**src/rtl/mental_sum_game_n.sv**
```systemverilog
`default_nettype none
// +-----------------------------------------------------------------------------+
// | Module   : mental_sum_game_n                                                |
// | Purpose  : mental-arithmetic game; shows NUM_TERMS LFSR numbers per level,  |
// |            then checks the player's answer against their sum.               |
// | Options  : MENTAL_SUM_ANS_TIMEOUT_EN enables the ANS_TICKS answer timeout.  |
// | Revision : 1.0 - initial parametrised release                               |
// +-----------------------------------------------------------------------------+
module mental_sum_game_n #(
  parameter int                LFSR_W      = 5,
  parameter logic [LFSR_W-1:0] LFSR_SEED   = 5'b10101,
  parameter logic [LFSR_W-1:0] LFSR_TAPS   = 5'b10100,
  parameter int                ANS_W       = 8,
  parameter int                NUM_TERMS   = 3,
  parameter int                NUM_LEVELS  = 4,
  parameter int                BASE_DWELL  = 5,
  parameter int                DWELL_STEP  = 1,
  parameter int                MIN_DWELL   = 1,
  parameter int                COUNTDOWN   = 3,
  parameter int                RESULT_HOLD = 2,
  parameter int                PASS_CODE   = 11,
  parameter int                ANS_TICKS   = 10
) (
  input  logic              clk,
  input  logic              rst,
  input  logic              tick,
  input  logic              start,
  input  logic [ANS_W-1:0]  answer,
  input  logic              submit,
  output logic [ANS_W-1:0]  disp_value,
  output logic [LFSR_W-1:0] led,
  output logic [2:0]        level,
  output logic              pass,
  output logic              fail,
  output logic              busy,
  output logic              win
);

`ifdef MENTAL_SUM_ANS_TIMEOUT_EN
  localparam bit c_timeout_en = 1'b1;
`else
  localparam bit c_timeout_en = 1'b0;
`endif

  typedef enum logic [2:0] {
    S_IDLE     = 3'd0,
    S_SHOW     = 3'd1,
    S_WAIT_ANS = 3'd2,
    S_RESULT   = 3'd3,
    S_CNTDN    = 3'd4,
    S_DONE     = 3'd5
  } state_t;

  state_t            r_state, w_state_n;
  logic [LFSR_W-1:0] r_lfsr, w_lfsr_n;
  logic [ANS_W-1:0]  r_sum, w_sum_n;
  logic [3:0]        r_term, w_term_n;
  logic [15:0]       r_cnt, w_cnt_n;
  logic              r_passed, w_passed_n;
  logic [ANS_W-1:0]  w_disp_n;
  logic [LFSR_W-1:0] w_led_n;
  logic [2:0]        w_level_n;
  logic              w_pass_n, w_fail_n, w_win_n, w_busy_n;
  logic              w_load, w_clear_sum, w_fb;
  int                w_dwell;

  assign w_fb = ^(r_lfsr & LFSR_TAPS);

  // Done in int so a large (level-1)*DWELL_STEP cannot wrap below the floor.
  always_comb begin
    w_dwell = BASE_DWELL - (int'(level) - 1) * DWELL_STEP;
    if (w_dwell < MIN_DWELL) w_dwell = MIN_DWELL;
  end

  always_comb begin
    w_state_n   = r_state;
    w_lfsr_n    = r_lfsr;
    w_sum_n     = r_sum;
    w_term_n    = r_term;
    w_cnt_n     = r_cnt;
    w_passed_n  = r_passed;
    w_disp_n    = disp_value;
    w_led_n     = led;
    w_level_n   = level;
    w_pass_n    = pass;
    w_fail_n    = fail;
    w_win_n     = win;
    w_load      = 1'b0;
    w_clear_sum = 1'b0;

    case (r_state)
      S_IDLE, S_DONE: begin
        if (start) begin
          w_state_n   = S_SHOW;
          w_level_n   = 3'd1;
          w_win_n     = 1'b0;
          w_term_n    = 4'd0;
          w_load      = 1'b1;
          w_clear_sum = 1'b1;
        end
      end
      S_SHOW: begin
        if (tick) begin
          if (int'(r_cnt) + 1 >= w_dwell) begin
            if (int'(r_term) >= NUM_TERMS - 1) begin
              w_state_n = S_WAIT_ANS;
              w_disp_n  = '0;
              w_led_n   = '0;
              w_cnt_n   = '0;
            end else begin
              w_term_n = r_term + 4'd1;
              w_load   = 1'b1;
            end
          end else begin
            w_cnt_n = r_cnt + 16'd1;
          end
        end
      end
      S_WAIT_ANS: begin
        if (submit) begin
          w_state_n = S_RESULT;
          w_cnt_n   = '0;
          if (answer == r_sum) begin
            w_pass_n   = 1'b1;
            w_passed_n = 1'b1;
            w_disp_n   = ANS_W'(PASS_CODE);
          end else begin
            w_fail_n   = 1'b1;
            w_passed_n = 1'b0;
            w_disp_n   = '0;
          end
        end else if (c_timeout_en && tick) begin
          if (int'(r_cnt) + 1 >= ANS_TICKS) begin
            w_state_n  = S_RESULT;
            w_cnt_n    = '0;
            w_fail_n   = 1'b1;
            w_passed_n = 1'b0;
            w_disp_n   = '0;
          end else begin
            w_cnt_n = r_cnt + 16'd1;
          end
        end
      end
      S_RESULT: begin
        if (tick) begin
          if (int'(r_cnt) + 1 >= RESULT_HOLD) begin
            w_pass_n = 1'b0;
            w_fail_n = 1'b0;
            if (r_passed && int'(level) < NUM_LEVELS) begin
              w_state_n = S_CNTDN;
              w_cnt_n   = 16'(COUNTDOWN);
              w_disp_n  = ANS_W'(COUNTDOWN);
            end else begin
              w_state_n = S_DONE;
              w_win_n   = r_passed;
              w_disp_n  = '0;
            end
          end else begin
            w_cnt_n = r_cnt + 16'd1;
          end
        end
      end
      S_CNTDN: begin
        // r_cnt mirrors the countdown value currently on the display.
        if (tick) begin
          if (r_cnt <= 16'd1) begin
            w_state_n   = S_SHOW;
            w_level_n   = level + 3'd1;
            w_term_n    = 4'd0;
            w_load      = 1'b1;
            w_clear_sum = 1'b1;
          end else begin
            w_cnt_n  = r_cnt - 16'd1;
            w_disp_n = ANS_W'(r_cnt - 16'd1);
          end
        end
      end
      default: w_state_n = S_IDLE;
    endcase

    if (w_load) begin
      w_disp_n = ANS_W'(r_lfsr);
      w_led_n  = r_lfsr;
      w_sum_n  = (w_clear_sum ? '0 : r_sum) + ANS_W'(r_lfsr);
      w_lfsr_n = {r_lfsr[LFSR_W-2:0], w_fb};
      w_cnt_n  = '0;
    end

    w_busy_n = (w_state_n != S_IDLE) && (w_state_n != S_DONE);
  end

  always_ff @(posedge clk or posedge rst) begin
    if (rst) begin
      r_state    <= S_IDLE;
      r_lfsr     <= LFSR_SEED;
      r_sum      <= '0;
      r_term     <= '0;
      r_cnt      <= '0;
      r_passed   <= 1'b0;
      disp_value <= '0;
      led        <= '0;
      level      <= '0;
      pass       <= 1'b0;
      fail       <= 1'b0;
      busy       <= 1'b0;
      win        <= 1'b0;
    end else begin
      r_state    <= w_state_n;
      r_lfsr     <= w_lfsr_n;
      r_sum      <= w_sum_n;
      r_term     <= w_term_n;
      r_cnt      <= w_cnt_n;
      r_passed   <= w_passed_n;
      disp_value <= w_disp_n;
      led        <= w_led_n;
      level      <= w_level_n;
      pass       <= w_pass_n;
      fail       <= w_fail_n;
      busy       <= w_busy_n;
      win        <= w_win_n;
    end
  end

endmodule
`default_nettype wire
```
**config.mk**
```make
export PLATFORM = sky130hd
export DESIGN_NAME = mental_sum_game_n
export DESIGN_NICKNAME = d
export VERILOG_FILES = /design/src/rtl/mental_sum_game_n.sv
export SDC_FILE = /design/constraint.sdc
export NUM_CORES = 1
export LEC_CHECK = 0
export CAP_MARGIN = 30
export CELL_PAD_IN_SITES_DETAIL_PLACEMENT = 2
export CELL_PAD_IN_SITES_GLOBAL_PLACEMENT = 2
export CORE_MARGIN = 2
export CORE_UTILIZATION = 35
export CTS_BUF_LIST = sky130_fd_sc_hd__clkbuf_4
export CTS_CLUSTER_SIZE = 28
export DETAILED_ROUTE_END_ITERATION = 10
export PLACE_DENSITY_LB_ADDON = 0.05
export SLEW_MARGIN = 10
export SYNTH_ARGS = -nofsm -noshare
export SYNTH_HDL_FRONTEND = slang
export SYNTH_SLANG_ARGS = --single-unit
```
**constraint.sdc**
```tcl
create_clock -name clk -period 4.83 [get_ports clk]
set_input_delay 0.966 -clock clk [delete_from_list [all_inputs] [get_ports clk]]
set_output_delay 0.966 -clock clk [all_outputs]
set_load 0.01 [all_outputs]
```
After elaboration in Yosys (flattened, before gate mapping):

Index checks and enable logic that the tools add are counted.

* add/sub/neg operators: 8
* order comparisons: 6
* equality and inequality tests: 29
* muxes and demuxes: 74
* reductions and logical operators: 24

Operators by type and width (number)
* $mux 16: 10
* $mux 8: 10
* $pmux 16 s4: 1
* $mux 3: 12
* $ge 32x32->1: 1
* $mux 32: 1
* $pmux 8 s4: 1
* $mux 4: 7
* $ne 3x3->1 const B: 9
* $mux 5: 5
* $ne 2x2->1 const B: 12
* $mux 1: 18
* $add 16x1->17 const B: 1
* $ge 17x2->1 const B: 1
* $add 16x1->16 const B: 1
* $le 16x1->1 const B: 1
* $sub 16x1->16 const B: 1
* $pmux 3 s5: 1
* $reduce_and 5->1: 3
* $reduce_bool 2->1: 7
* $pmux 4 s3: 1
* $reduce_and 9->1: 1
* $add 8x5->8: 1
* $eq 8x8->1: 1
* 25 further kinds: 34

* register bits after elaboration: 57
* input bits: 13
* output and inout port bits: 20
* word-level logic and storage cells: 154

Logic depth before layout (Yosys ltp):

* depth after elaboration: 10
* depth in mapped cells: 19
* mapped depth without buffers: 17

Least setup slack after synthesis:

OpenSTA, ideal clock, no wires.

* path type: reg2reg
* start point: reg level[0]
* end point: reg r_cnt[0]
* setup time: 94 ps
* arrival: 4368 ps
* required time: 4736 ps
* slack: 368 ps
* cell stages (with the launch flop): 19
* buffers on the path: 1
* period minus slack after synthesis: 4462 ps
* cell sequence: dfrtp_1 -> inv_1 -> ha_1 -> xor2_1 -> ha_1 -> xor2_1 -> nor4b_1 -> ha_1 -> or2_2 -> ha_1 -> nand2b_1 -> a2111oi_0 -> nor3_1 -> o21ai_1 -> a21oi_1 -> nor2_2 -> clkbuf_1 -> o41ai_1 -> a211oi_1

* cells in the longest elaborated chain, start to end: 10
* elaborated cells on any way between the ends: 23
* classes of those cells: 2 x add/sub; 3 x order compare; 7 x eq/ne; 8 x mux; 3 x reduce/logical

Ends and longest elaborated chain
* from (decl): RTL line 32 `output logic [2:0] level,`
* from (signal assigned): RTL line 216 `level <= w_level_n;`
* $sub 3x1->4: RTL line 71 `w_dwell = BASE_DWELL - (int'(level) - 1) * DWELL_STEP;`
* $sub 4x4->5: RTL line 71
* $lt 5x2->1: RTL line 72 `if (w_dwell < MIN_DWELL) w_dwell = MIN_DWELL;`
* $mux 32: RTL line 72
* $ge 32x32->1: RTL line 104 `if (int'(r_cnt) + 1 >= w_dwell) begin`
* $mux 1: RTL line 104
* $mux 1: RTL line 103 `if (tick) begin`
* $pmux 1 s3: RTL line 91 `case (r_state)`
* $ne 4x4->1 (no line), or another cell as far along
* $reduce_and 8->1 (no line)
* to (signal assigned): RTL line 212 `r_cnt <= w_cnt_n;`
* to (decl): RTL line 58 `logic [15:0] r_cnt, w_cnt_n;`

Several ways; a longest one is shown, not always the timed one. The select of a mux whose other input is x is not followed.
A chain may end at the register's enable or synchronous reset.

Worst setup path in the final report:

* start point: reg level[1]
* end point: reg r_cnt[12]

The elaborated chain is that of the path after synthesis.

==> qor.yml <==
status: "finished, final reports clean"
async_reset_ff_share_pct: 100
grt_pass1_vias: 4471
cp-start-kind: "register"
fillers: 1393
cts_root_buffer: "clkbuf_4"
wl_um: 15600
final_cell_area_um2: 5240
dpl.cell_count: 717
min_period_ns: 4.65
reg2reg_slack_ns: 0.18
hold_depth: 2
utilization_pct: 43.2
ioPinCount: 33
vias: 4191
grt_antenna_before_repair: 0
yosys_warnings: 0
power_frac_seq_pct: 22.6
final-setup-viol-count: 0
reg2reg_depth: 20
synth-edff-count: 0
design.die.area_um2: 13400
rows: 40
critPathKind: "reg -> reg"
timing.rr.end: "r_cnt[12]"
drive_above_1_share_pct: 13.0
hold_buffers: 0
p_comb_share_pct: 67.5
hp-class: "reg -> reg"
ant_nets: 0
max_slew.worst_pin.slew_ns: 0.771
p_clk_share_pct: 9.9
routed_via_density: 5.63
leakage_nw: 2.33
hold_end: "led[0]"
finClkSkew_ns: 0.0202
numCtsBuffers: 9
regArea_um2: 1430
grt_use_total_pct: 24.2
crit_fanout: 12
fin_nets: 616
cts.sinks: 57
dp_slack_ns: 0.00951
hold_viol: 0
setup_tns_ns: 0
syn_area_um2: 4390
antenna_cells: 0
fmax_ghz: 0.215
reg2reg_from: "level[1]"
p_sw_mw: 1.72
synth_top_cell_by_area: "dfrtp_1"
grt_overflow: 0
dieHeight_um: 116
syn-num-nets: 570
cts_tree: "built"
wl_per_cell_um: 21.0
swShare_pct: 48.9
layout.cells.non_filler: 744
intPower_mw: 1.81
dpl_cell_area_um2: 4980
cts_max_level: 3
die_w_um: 116
maxCapViolCount: 0
start_util_pct: 36.2
synth_cells: 525
clkTransAtPathRegs_ns: 0.11
grt_max_degree: 35
io_buffer_count: 32
multiInputGateArea_um2: 2750
powerDensity_nw_per_um2: 674
whs_ns: 0.485
ys_seq_area_share_pct: 32.6
clk_latency_ns: 0.43
slew_headroom_pct: 48.2
fp.coreArea_um2: 12100
syn_avg_cell_area_um2: 8.35
critical_path_required_ns: 5.14
ir_drop_v: 0.000322
syn2layout_area_growth_pct: 19.4
endpoint_kind: "register"
drv_slew: 0
clk_path_buf_depth: 2
synthTopCellsByArea: "dfrtp_1 (31%), ha_1 (8.8%), nand2_1 (6.6%)"
drc: 0
synth.distinct_cells: 68
drt_iter0_drc: 168
dr.pass1.iters: 4
grt_pass1_wl_um: 24800
gp_congestion: 0.830
finalPower_mw: 3.53
synth_top_area_share_pct: 30.8
timing.final.ws_setup_ns: 0.181
dp_hpwl_um: 11600
synth_seq_cells: 57
hold_start: "led[0]"
timing.final.crit_share_pct: 96.3
arrival_ns: 4.96
synth-main-ff-cell: "dfrtp_1"
sequential cells by signal (all words and copies together), names as in the netlist:
| signal | flops |
|---|---|
| r_passed | 1 |
| level | 3 |
| r_cnt | 16 |
| r_lfsr | 5 |
| fail | 1 |
| led | 5 |
| r_state | 3 |
| r_term | 4 |
| win | 1 |
| disp_value | 8 |
| busy | 1 |
| r_sum | 8 |
| pass | 1 |
layout make-up:
class	count	area share [%]
repair inverters	1	0.0956
multi-input cells	413	52.5
repair buffers	67	11.9
flip-flops and latches	57	27.3
clock inverters	5	0.884
clock buffers	11	1.58
inverters	22	1.65
well taps	168	4.01
layer usage:
layer,vias up,wire length (um),share of wire (%),track usage (%)
met4,0,255,1.6,6.75
met5,-,0,0,0
met2,51,7860,50,40.9
li1,1961,-,-,-
met1,2161,7230,46,32.5
met3,18,307,2.0,3.14
synthesized netlist by cell type, drive strengths merged, types with 9 or more instances:
master  count
nand2b      9
nor2       46
nand4      11
xnor2      20
o21ai      23
nor3       11
nand3      14
buf        16
nand2      77
inv        21
clkbuf     17
and2        9
ha         31
dfrtp      54
xor2       23
a21oi      24
critical path, cell delays in order, from the launching register on:
cell and delay [ns]:
dfrtp_2 0.43, inv_1 0.07, ha_1 0.23, xor2_2 0.17
ha_1 0.24, xor2_1 0.17, nor4b_1 0.29, ha_2 0.30
clkinvlp_4 0.16, buf_4 0.18, ha_1 0.26, nand2_1 0.09
o21ai_0 0.12, or3_1 0.43, o21ai_4 0.23, a21boi_0 0.18
a311oi_2 0.31, buf_4 0.18, buf_12 0.13, o21ai_1 0.07
a32o_1 0.28
what timing repair did:
| item | in CTS | in global routing |
|---|---|---|
| cloned | 0 | 2 |
| setup endpoints to repair | 2 | 30 |
| pin swaps | 0 | 3 |
| setup buffers | 0 | 9 |
| resized for setup | 1 | 7 |
| endpoints found under the hold margin | 0 | 0 |
kinds of logic (layout without fill, tap and decap cells):
kind of cell / after synthesis / count (layout) / synth area share, %
XOR/XNOR: 43 / 43 / 8.59
flip-flops: 57 / 57 / 32.6
AO/OA/AOI/OAI: 116 / 116 / 18.7
adder cells (fa/ha/maj): 32 / 32 / 9.30
multiplexers: 5 / 5 / 1.17
AND/OR/NAND/NOR: 217 / 217 / 24.3
buffers and inverters: 55 / 106 / 5.34
layout by cell type (no fill, tap or decap), drive strengths merged, types with 4 or more instances in the layout:
master / n
mux2i: 4
inv: 20
o31ai: 5
clkbuf: 12
o21a: 5
a32o: 4
nand3: 14
or2: 6
nand4: 11
o211ai: 8
and3: 4
nand2b: 9
buf: 34
xnor2: 20
o32ai: 4
or3: 5
a21oi: 24
o2111ai: 4
nor3: 11
nor2: 46
a31oi: 5
ha: 31
o21ai: 23
clkdlybuf4s50: 32
and2: 9
nor4: 8
xor2: 23
clkinv: 5
nand2: 77
a211oi: 7
dfrtp: 54
power by group through the flow:
stage          Clock [mW]  Combinational [mW]  Sequential (mW)
6_report            0.350                2.38            0.799
5_1_grt             0.386                2.62            0.822
4_1_cts             0.364                2.20            0.795
3_5_place_dp            0                2.17            0.803
3_3_place_gp            0                2.08            0.794
2_1_floorplan           0                1.42            0.731
worst max-delay path by stage:
stage,start,end,slack (ns),depth (start not counted)
after floorplan,level[0],r_cnt[0],0.37,18
after global placement,level[1],r_cnt[7],0.29,18
final,level[1],r_cnt[12],0.18,20
after detailed placement,level[1],r_cnt[7],0.01,18
after global routing,level[1],r_cnt[7],-0.10,19
after CTS,level[1],r_cnt[7],0.1,18
(Power assumes the default switching activity.)
